## src/rtl/fullchip_pkg.sv

```systemverilog
// fullchip_pkg: instruction bit map, counter width and sequencer state encoding for fullchip
package fullchip_pkg;
  localparam int INST_W        = 19;
  localparam int INST_DIV      = 18;
  localparam int INST_ACC      = 17;
  localparam int INST_OFIFO_RD = 16;
  localparam int INST_QK_ADD   = 12;
  localparam int INST_PMEM_ADD = 8;
  localparam int INST_EXECUTE  = 7;
  localparam int INST_LOAD     = 6;
  localparam int INST_QMEM_RD  = 5;
  localparam int INST_QMEM_WR  = 4;
  localparam int INST_KMEM_RD  = 3;
  localparam int INST_KMEM_WR  = 2;
  localparam int INST_PMEM_RD  = 1;
  localparam int INST_PMEM_WR  = 0;
  localparam int CNT_W         = 5;
  typedef enum logic [3:0] {
    S_IDLE, S_QWR, S_KWR, S_GAP, S_LOAD, S_WAIT1, S_EXEC, S_WAIT2, S_DRAIN, S_DONE
  } seq_state_t;
endpackage

```

## src/rtl/phase_counter.sv

```systemverilog
// phase_counter: up-counter cleared by ld_i, advanced by en_i, flags cnt_o == tc_i
//   clk_i, rst_ni : clock, async active-low reset
//   ld_i, en_i    : clear to zero (priority), count enable
//   tc_i          : terminal value; tc_o high while cnt_o equals it
module phase_counter #(
  parameter int W = 4
) (
  input  logic         clk_i,
  input  logic         rst_ni,
  input  logic         ld_i,
  input  logic         en_i,
  input  logic [W-1:0] tc_i,
  output logic [W-1:0] cnt_o,
  output logic         tc_o
);
  logic [W-1:0] cnt_q;
  always_ff @(posedge clk_i or negedge rst_ni)
    if (!rst_ni) cnt_q <= '0;
    else if (ld_i) cnt_q <= '0;
    else if (en_i) cnt_q <= cnt_q + W'(1);
  assign cnt_o = cnt_q;
  assign tc_o  = cnt_q == tc_i;
endmodule

```

## src/rtl/fullchip_inst_sequencer.sv

```systemverilog
// fullchip_inst_sequencer: drives fullchip inst/mem_in through Q write, K write, K load, execute and pmem drain
//   clk_i, rst_ni           : clock, async active-low reset
//   start_i, num_q_i        : begin a tile with num_q_i+1 Q vectors (IDLE only)
//   abort_i                 : synchronous return to IDLE
//   in_data_i/valid/ready   : host Q then K vectors
//   mem_in_o, inst_o        : registered fullchip data and instruction
//   busy_o, done_o          : not idle, one-cycle tile completion pulse
module fullchip_inst_sequencer
  import fullchip_pkg::*;
#(
  parameter int bw      = 8,
  parameter int pr      = 16,
  parameter int col     = 8,
  parameter int GAP_CYC = 2,
  parameter int EXE_LAT = 10
) (
  input  logic              clk_i,
  input  logic              rst_ni,
  input  logic              start_i,
  input  logic [3:0]        num_q_i,
  input  logic              abort_i,
  input  logic [pr*bw-1:0]  in_data_i,
  input  logic              in_valid_i,
  output logic              in_ready_o,
  output logic [pr*bw-1:0]  mem_in_o,
  output logic [INST_W-1:0] inst_o,
  output logic              busy_o,
  output logic              done_o
);
  seq_state_t state_q, state_d;
  logic [INST_W-1:0] inst_q, inst_d;
  logic [pr*bw-1:0] mem_q, mem_d;
  logic done_q, done_d;
  logic [3:0] nq_q, nq_d;
  logic [CNT_W-1:0] c, c_tc;
  logic [3:0] idx, idx_tc;
  logic c_last, idx_last, acc, phase_chg;
  assign in_ready_o = (state_q == S_QWR) || (state_q == S_KWR);
  assign busy_o     = state_q != S_IDLE;
  assign acc        = in_valid_i && in_ready_o;
  assign phase_chg  = state_d != state_q;
  assign idx_tc     = (state_q == S_KWR) ? 4'(col - 1) : nq_q;
  // Terminal cycle of the current timed phase; EXEC/DRAIN run for NQ cycles
  assign c_tc = (state_q == S_GAP)  ? CNT_W'(GAP_CYC - 1) :
                (state_q == S_LOAD) ? CNT_W'(col + 1) :
                (state_q == S_WAIT1 || state_q == S_WAIT2) ? CNT_W'(EXE_LAT - 1) :
                CNT_W'(nq_q);
  // Both counters restart on every state change, so each phase counts from 0
  phase_counter #(.W(CNT_W)) u_cyc (
    .clk_i(clk_i), .rst_ni(rst_ni), .ld_i(phase_chg), .en_i(1'b1),
    .tc_i(c_tc), .cnt_o(c), .tc_o(c_last)
  );
  phase_counter #(.W(4)) u_idx (
    .clk_i(clk_i), .rst_ni(rst_ni), .ld_i(phase_chg), .en_i(acc),
    .tc_i(idx_tc), .cnt_o(idx), .tc_o(idx_last)
  );
  always_comb begin
    state_d = state_q;
    inst_d  = '0;
    mem_d   = mem_q;
    done_d  = 1'b0;
    nq_d    = nq_q;
    case (state_q)
      S_IDLE: if (start_i) begin
        state_d = S_QWR;
        nq_d    = num_q_i;
      end
      S_QWR: if (acc) begin
        inst_d[INST_QMEM_WR]       = 1'b1;
        inst_d[INST_QK_ADD +: 4]   = idx;
        mem_d                      = in_data_i;
        state_d                    = idx_last ? S_KWR : S_QWR;
      end
      S_KWR: if (acc) begin
        inst_d[INST_KMEM_WR]       = 1'b1;
        inst_d[INST_QK_ADD +: 4]   = idx;
        mem_d                      = in_data_i;
        state_d                    = idx_last ? S_GAP : S_KWR;
      end
      S_GAP:   state_d = c_last ? S_LOAD : S_GAP;
      // load is framed by one idle-read cycle on each side of the col K reads
      S_LOAD: begin
        inst_d[INST_LOAD] = 1'b1;
        if (c != '0 && !c_last) begin
          inst_d[INST_KMEM_RD]     = 1'b1;
          inst_d[INST_QK_ADD +: 4] = 4'(c - CNT_W'(1));
        end
        state_d = c_last ? S_WAIT1 : S_LOAD;
      end
      S_WAIT1: state_d = c_last ? S_EXEC : S_WAIT1;
      S_EXEC: begin
        inst_d[INST_EXECUTE]     = 1'b1;
        inst_d[INST_QMEM_RD]     = 1'b1;
        inst_d[INST_QK_ADD +: 4] = c[3:0];
        state_d = c_last ? S_WAIT2 : S_EXEC;
      end
      S_WAIT2: state_d = c_last ? S_DRAIN : S_WAIT2;
      S_DRAIN: begin
        inst_d[INST_OFIFO_RD]      = 1'b1;
        inst_d[INST_PMEM_WR]       = 1'b1;
        inst_d[INST_PMEM_ADD +: 4] = c[3:0];
        state_d = c_last ? S_DONE : S_DRAIN;
      end
      S_DONE: begin
        done_d  = 1'b1;
        state_d = S_IDLE;
      end
      default: state_d = S_IDLE;
    endcase
    if (abort_i) begin
      state_d = S_IDLE;
      inst_d  = '0;
      mem_d   = mem_q;
      done_d  = 1'b0;
    end
  end
  always_ff @(posedge clk_i or negedge rst_ni)
    if (!rst_ni) begin
      state_q <= S_IDLE;
      inst_q  <= '0;
      mem_q   <= '0;
      done_q  <= 1'b0;
      nq_q    <= '0;
    end else begin
      state_q <= state_d;
      inst_q  <= inst_d;
      mem_q   <= mem_d;
      done_q  <= done_d;
      nq_q    <= nq_d;
    end
  assign inst_o   = inst_q;
  assign mem_in_o = mem_q;
  assign done_o   = done_q;
endmodule

```

## config.mk

```make
export PLATFORM = sky130hd
export DESIGN_NAME = fullchip_inst_sequencer
export DESIGN_NICKNAME = d
export VERILOG_FILES = /design/src/rtl/fullchip_pkg.sv /design/src/rtl/phase_counter.sv /design/src/rtl/fullchip_inst_sequencer.sv
export SDC_FILE = /design/constraint.sdc
export NUM_CORES = 1
export LEC_CHECK = 0
export BUFFER_PORTS_ARGS = -buffer_cell sky130_fd_sc_hd__buf_2
export CELL_PAD_IN_SITES_DETAIL_PLACEMENT = 1
export CELL_PAD_IN_SITES_GLOBAL_PLACEMENT = 2
export CORE_MARGIN = 5
export CORE_UTILIZATION = 30
export DETAILED_ROUTE_END_ITERATION = 6
export PLACE_DENSITY_LB_ADDON = 0.05
export SETUP_SLACK_MARGIN = 0.4
export SYNTH_ARGS = -nofsm -noshare
export SYNTH_HDL_FRONTEND = slang
export SYNTH_SLANG_ARGS = --single-unit
```

## constraint.sdc

```tcl
create_clock -name clk_i -period 2.97 [get_ports clk_i]
set_input_delay 0.1485 -clock clk_i [delete_from_list [all_inputs] [get_ports clk_i]]
set_output_delay 0.1485 -clock clk_i [all_outputs]
set_load 0.1 [all_outputs]
```

==> run_results.csv, run 1 <==
group,metric,value,unit
status,status,"completed",
synthesis,synthTopCellsByCount,"dfrtp_1, mux2_1, nor2_1",
critical_path,crit_type,"reg -> reg",
sta,skew,0.00978,ns
synthesis,synthCells,480,
layout,final_core_util,46.5,%
synthesis,synth_top_family_by_area,"multiplexers",
layout,nFillCells,2383,
sta,tightest_slew,0.612,ns
critical_path,r2r-end,"u_cyc.cnt_o[1]$_DFF_PN0_",
clocking,clock-root-buffer,"clkbuf_16",
synthesis,syn_avg_cell_area,14.1,um2
synthesis,synth_area_leaders,"dfrtp_1, mux2_1, mux2_2",
critical_path,rr_worst_depth,8,
floorplan,die_h,160,um
synthesis,synth_most_common_cell,"dfrtp_1",
global_route,antenna_found_initial,0,
global_route,grt_overflow,0,
worst_hold_path,worstHoldPathCells,2,
synthesis,ys.flop_type,"dfrtp_1",
clocking,numClockSinks,160,
sta,max_slew_margin,59.2,%
placed_design,dp_hpwl,16.3,mm
synthesis,yosysSeqAreaShare,59.2,%
layout,drive_above_1_share,40.2,%
placed_design,place_ws,0.367,ns
critical_path,crit_fanout,19,
placed_design,gp_congestion,0.796,
placed_design,port_buffers,283,
sta,hold_viol,0,
clocking,clockBufferDepth,2,
critical_path,required,3.30,ns
floorplan,die_w,160,um
synthesis,ys_warn_count,0,
synthesis,synth_adder_area_share,0.740,%
synthesis,ys_async_sr_fraction,100,%
worst_hold_path,min-delay-start,"abort_i",
synthesis,synth_xor_area_share,1.55,%
sta,max_freq,0.414,GHz
critical_path,worstReg2RegStart,"state_q[3]$_DFF_PN0_",
floorplan,die_area,0.0256,mm2
global_route,grt_usage,17.4,%
global_route,grt_pass1_vias,5981,
floorplan,start_util,30.2,%
sta,rsz0062_at_grt,"false",
sta,layout_setup_ws,0.557,ns
detailed_routing,wire_per_inst,18.6,um
synthesis,synth_edf_count,0,
clocking,cts_tree,"built",
detailed_routing,viasPerCell,4.57,
detailed_routing,ant_nets,0,
synthesis,synth-compound-area-share,4.11,%
critical_path,cp-end-kind,"flip-flop",
detailed_routing,drt_drc_violations_left,0,
synthesis,synthMuxAreaShare,22.6,%
critical_path,start_kind,"flip-flop",
layout,n_antenna_cell,0,
detailed_routing,num_vias,5450,
synthesis,netlist.area_leader.share,59.2,%
detailed_routing,first_pass_iters,4,
layout,multi_input_comb_area,0.00255,mm2
detailed_routing,wirelength,22.2,mm
critical_path,reg2reg_slack,0.56,ns
layout,final-seq-area,0.00401,mm2
sta,hold_slack,0.0347,ns
sta,fin_crit_sh,81.2,%
clocking,cts_buffers,17,
detailed_routing,first_iter_violations,169,
synthesis,synth-seq-cells,160,
sta,finalSetupTns,0,ns
synthesis,ys_types,60,
sta,period_minus_slack,2.41,ns
floorplan,core.rowCount,55,
floorplan,coreArea,0.0224,mm2
synthesis,syn_area,0.00676,mm2
clocking,htree_levels,4,
critical_path,arrival,2.75,ns
synthesis,synth-simple-area-share,8.47,%
sta,drv_slew,0,
layout,final_nets,1037,
run,max_cap_violations,0,
global_route,grt_pass1_wl,35.0,mm
worst_hold_path,hold_end,"state_q[2]$_DFF_PN0_",
worst_hold_path,hold_class,"in -> reg",
synthesis,synth_area_leader_cell,"dfrtp_1",
floorplan,io_pins,287,
clocking,clkTransAtPathRegs,0.07,ns
global_route,grt_max_degree,66,
layout,syn_to_final_growth,54.1,%
sta,setup_viol,0,
clocking,insertion_delay,0.42,ns
[metal layers]
layer  part of all wire, %  GRT usage (%)  vias up  wire length (um)
met3                   5.7           4.93       39              1260
li1                      -              -     2538                 -
met2                    51           30.6      167             11400
met4                   2.8           6.22        0               611
met5                     0              0        -                 0
met1                    40           20.2     2706              8940
[placed cells by master (no fill, tap or decap), types with 6 or more instances in the layout]
cell and count:
xnor2_1 7, nor2_1 16, buf_2 282, nand3_1 8, dlygate4sd3_1 133, inv_1 6
nor3_2 8, buf_4 9, mux2_2 12, clkinvlp_4 6, nand2_1 11, nor3_1 10
mux2_1 120, clkbuf_16 17, dfrtp_1 156
[flip-flops by register name, summed over array words and instances (netlist names)]
register	count
inst_o	14
mem_in_o	128
done_o	1
nq_q	4
u_idx.cnt_o	4
u_cyc.cnt_o	5
state_q	4
[critical path: stages, from the launching register on]
cell and delay [ns]:
dfrtp_2 0.54, nor4b_4 0.39, and3_1 0.22, a311oi_2 0.06
nor4_2 0.41, nor2_1 0.13, o211a_1 0.22, buf_4 0.18
nor3b_2 0.18
[worst max path at each step]
stage                          from                         to  slack (ns)
6_report       state_q[3]$_DFF_PN0_   u_cyc.cnt_o[1]$_DFF_PN0_        0.56
2_1_floorplan  state_q[2]$_DFF_PN0_   mem_in_o[43]$_DFFE_PN0P_        0.53
3_3_place_gp   state_q[3]$_DFF_PN0_   mem_in_o[12]$_DFFE_PN0P_        0.41
5_1_grt        state_q[3]$_DFF_PN0_   u_cyc.cnt_o[4]$_DFF_PN0_        0.40
3_5_place_dp   state_q[3]$_DFF_PN0_  mem_in_o[115]$_DFFE_PN0P_        0.37
4_1_cts        state_q[2]$_DFF_PN0_   u_cyc.cnt_o[4]$_DFF_PN0_        0.42
[cell families (layout without fill, tap and decap cells)]
family,Yosys count,after routing
DFF,160,160
muxes,136,136
buffers and inverters,41,466
and+or+nand+nor,93,93
xor gates and xnor gates,12,12
AOI/OAI and AO/OA,33,33
other,1,3
adders and majority gates,4,4
[final cells by class]
class | instances | area share, %
flip-flops and latches | 160 | 38.5
clock inverters | 13 | 1.27
well taps | 285 | 3.42
inverters | 6 | 0.216
repair buffers | 430 | 28.0
clock buffers | 17 | 4.08
multi-input cells | 281 | 24.5
[what timing repair did]
item,in CTS,in global routing
setup endpoints to repair,69,13
gates resized for setup,2,3
pin swaps,0,1
endpoints found under the hold margin,195,0
setup buffers,0,1
hold buffers,133,0
[per-stage QoR]
step	cell area, um2	cells
after floorplan	6770	482
after global placement	8510	1028
after detailed placement	8510	1028
after CTS	10400	1191
after global routing	10400	1192
final	10400	1192
Power of run 1 is left out: the tool's default activity adds up to more than one toggle a clock period on the data nets, which glitch-free logic cannot reach.
==> inputs of run 2 (changes only) <==
Settings changed: CORE_UTILIZATION 30 to 27.
Clock period 2.97 ns to 2 ns, I/O delays scaled along.
==> run_results.csv, run 2 (synthesized netlist as in run 1, its figures left out) <==
group,metric,value,unit
critical_path,rr_worst_depth,10,
floorplan,coreArea,0.0249,mm2
floorplan,die_h,168,um
critical_path,required,2.30,ns
worst_hold_path,min-delay-start,"abort_i",
clocking,cts_tree,"built",
global_route,grt_pass1_wl,39.1,mm
sta,layout_setup_ws,-0.378,ns
critical_path,crit_fanout,6,
clocking,cts_buffers,17,
layout,final_nets,1121,
status,violations,"negative setup slack",
sta,skew,0.00694,ns
sta,max_slew_margin,49.2,%
sta,period_minus_slack,2.38,ns
layout,syn_to_final_growth,76.5,%
layout,fin_cells,1322,
layout,final_common_cell,"buf_2",
detailed_routing,num_vias,5879,
placed_design,dpl.cell_count,1115,
layout,final_cell_mix,"buf_2, dfrtp_1, dlygate4sd3_1",
clocking,clock-root-buffer,"clkbuf_16",
sta,max_freq,0.421,GHz
critical_path,path_buf_inv,4,
placed_design,dp_hpwl,17.6,mm
critical_path,r2r-end,"u_cyc.cnt_o[1]$_DFF_PN0_",
detailed_routing,first_iter_violations,190,
detailed_routing,first_pass_iters,4,
sta,setup_viol,145,
worst_hold_path,hold_end,"state_q[2]$_DFF_PN0_",
layout,drive_above_1_share,49.9,%
critical_path,crit_family,"compound AO/OA/AOI/OAI gates",
sta,fin_crit_sh,119,%
critical_path,critPathSlowestCell,"dfrtp_2",
floorplan,core.rowCount,58,
clocking,insertion_delay,0.42,ns
critical_path,arrival,2.67,ns
run,max_cap_violations,0,
critical_path,crit_type,"reg -> reg",
worst_hold_path,hold_class,"in -> reg",
critical_path,cp-end-kind,"flip-flop",
placed_design,gp_congestion,0.816,
global_route,grt_usage,17.8,%
critical_path,worstReg2RegStart,"state_q[3]$_DFF_PN0_",
detailed_routing,wire_per_inst,19.6,um
critical_path,reg2reg_slack,-0.38,ns
clocking,clockBufferDepth,2,
critical_path,cpMostUsedCell,"buf_6",
floorplan,die_area,0.0283,mm2
floorplan,start_util,27.2,%
floorplan,die_w,168,um
sta,drv_slew,0,
critical_path,cpPeakStageDelay,0.44,ns
floorplan,io_pins,287,
sta,rsz0062_at_grt,"true",
clocking,clkTransAtPathRegs,0.07,ns
worst_hold_path,worstHoldPathCells,2,
layout,largest_register_ffs,128,
detailed_routing,wirelength,25.9,mm
global_route,grt_pass1_vias,6707,
detailed_routing,drt_drc_violations_left,0,
global_route,grt_overflow,0,
placed_design,port_buffers,283,
sta,hold_viol,0,
critical_path,start_kind,"flip-flop",
status,status,"finished with violations",
global_route,grt_max_degree,56,
critical_path,cp_cell_sequence,"buf_6 -> buf_6 -> o32a_1 -> a22o_1 -> nor3_4 -> buf_6 -> a211oi_4 -> buf_4 -> o211ai_4 -> nor3b_2",
global_route,antenna_found_initial,1,
detailed_routing,ant_nets,0,
clocking,htree_levels,4,
sta,tightest_slew,0.753,ns
clocking,numClockSinks,160,
detailed_routing,viasPerCell,4.45,
run 2: worst reg2reg max path, delay by kind of cell, from the launching register on:
| family | cells | cell delay [ns] |
|---|---|---|
| flops | 1 | 0.44 |
| simple gates | 2 | 0.31 |
| buf+inv | 4 | 0.56 |
| compound gates | 4 | 0.96 |
run 2: how the worst max path moves through the flow:
stage | startpoint | endpoint | depth (start not counted)
after floorplan | state_q[0]$_DFF_PN0_ | mem_in_o[55]$_DFFE_PN0P_ | 9
after global routing | state_q[0]$_DFF_PN0_ | u_cyc.cnt_o[1]$_DFF_PN0_ | 10
final | state_q[3]$_DFF_PN0_ | u_cyc.cnt_o[1]$_DFF_PN0_ | 10
after global placement | state_q[0]$_DFF_PN0_ | u_idx.cnt_o[0]$_DFFE_PN0P_ | 7
after detailed placement | state_q[0]$_DFF_PN0_ | u_idx.cnt_o[3]$_DFFE_PN0P_ | 8
after CTS | state_q[3]$_DFF_PN0_ | u_cyc.cnt_o[0]$_DFF_PN0_ | 9
run 2: final cells by class:
type,instances,area [um2]
clock buffer,17,425
tap,330,413
sequential,160,4010
clock inverter,13,158
antenna,1,2.50
fill,2612,13000
multi-input combinational,285,2910
inverter,6,22.5
timing repair buffer,510,4000
run 2: per-layer routing:
metal | part of all wire, % | global-route usage (%) | routed length (um)
met2 | 52 | 32.4 | 13500
met3 | 5.6 | 3.97 | 1450
met4 | 2.2 | 5.65 | 576
met1 | 40 | 20.7 | 10400
met5 | 0 | 0 | 0
run 2: through the flow:
step	worst slack [ns]	TNS (ns)	hold slack [ns]	util, %	area [um2]
3_5_place_dp	-0.429	-5.52	0.119	36.2	9010
4_1_cts	-0.322	-34.48	0.00354	47.0	11700
5_1_grt	-0.475	-45.67	0.0138	48.0	11900
6_report	-0.378	-36.96	0.00469	48.0	11900
2_1_floorplan	-0.0798	-9.67	-0.196	-	6950
3_3_place_gp	-0.357	-3.79	0.124	36.2	9010
run 2: what timing repair did:
action / CTS / global route
endpoints found under the hold margin: 184 / 0
setup endpoints to repair: 152 / 156
hold buffers: 134 / 0
buffers inserted: 17 / 8
gates cloned: 15 / 2
gates resized for setup: 58 / 24
pin swaps: 19 / 19
Power of run 2 is left out for the same reason.
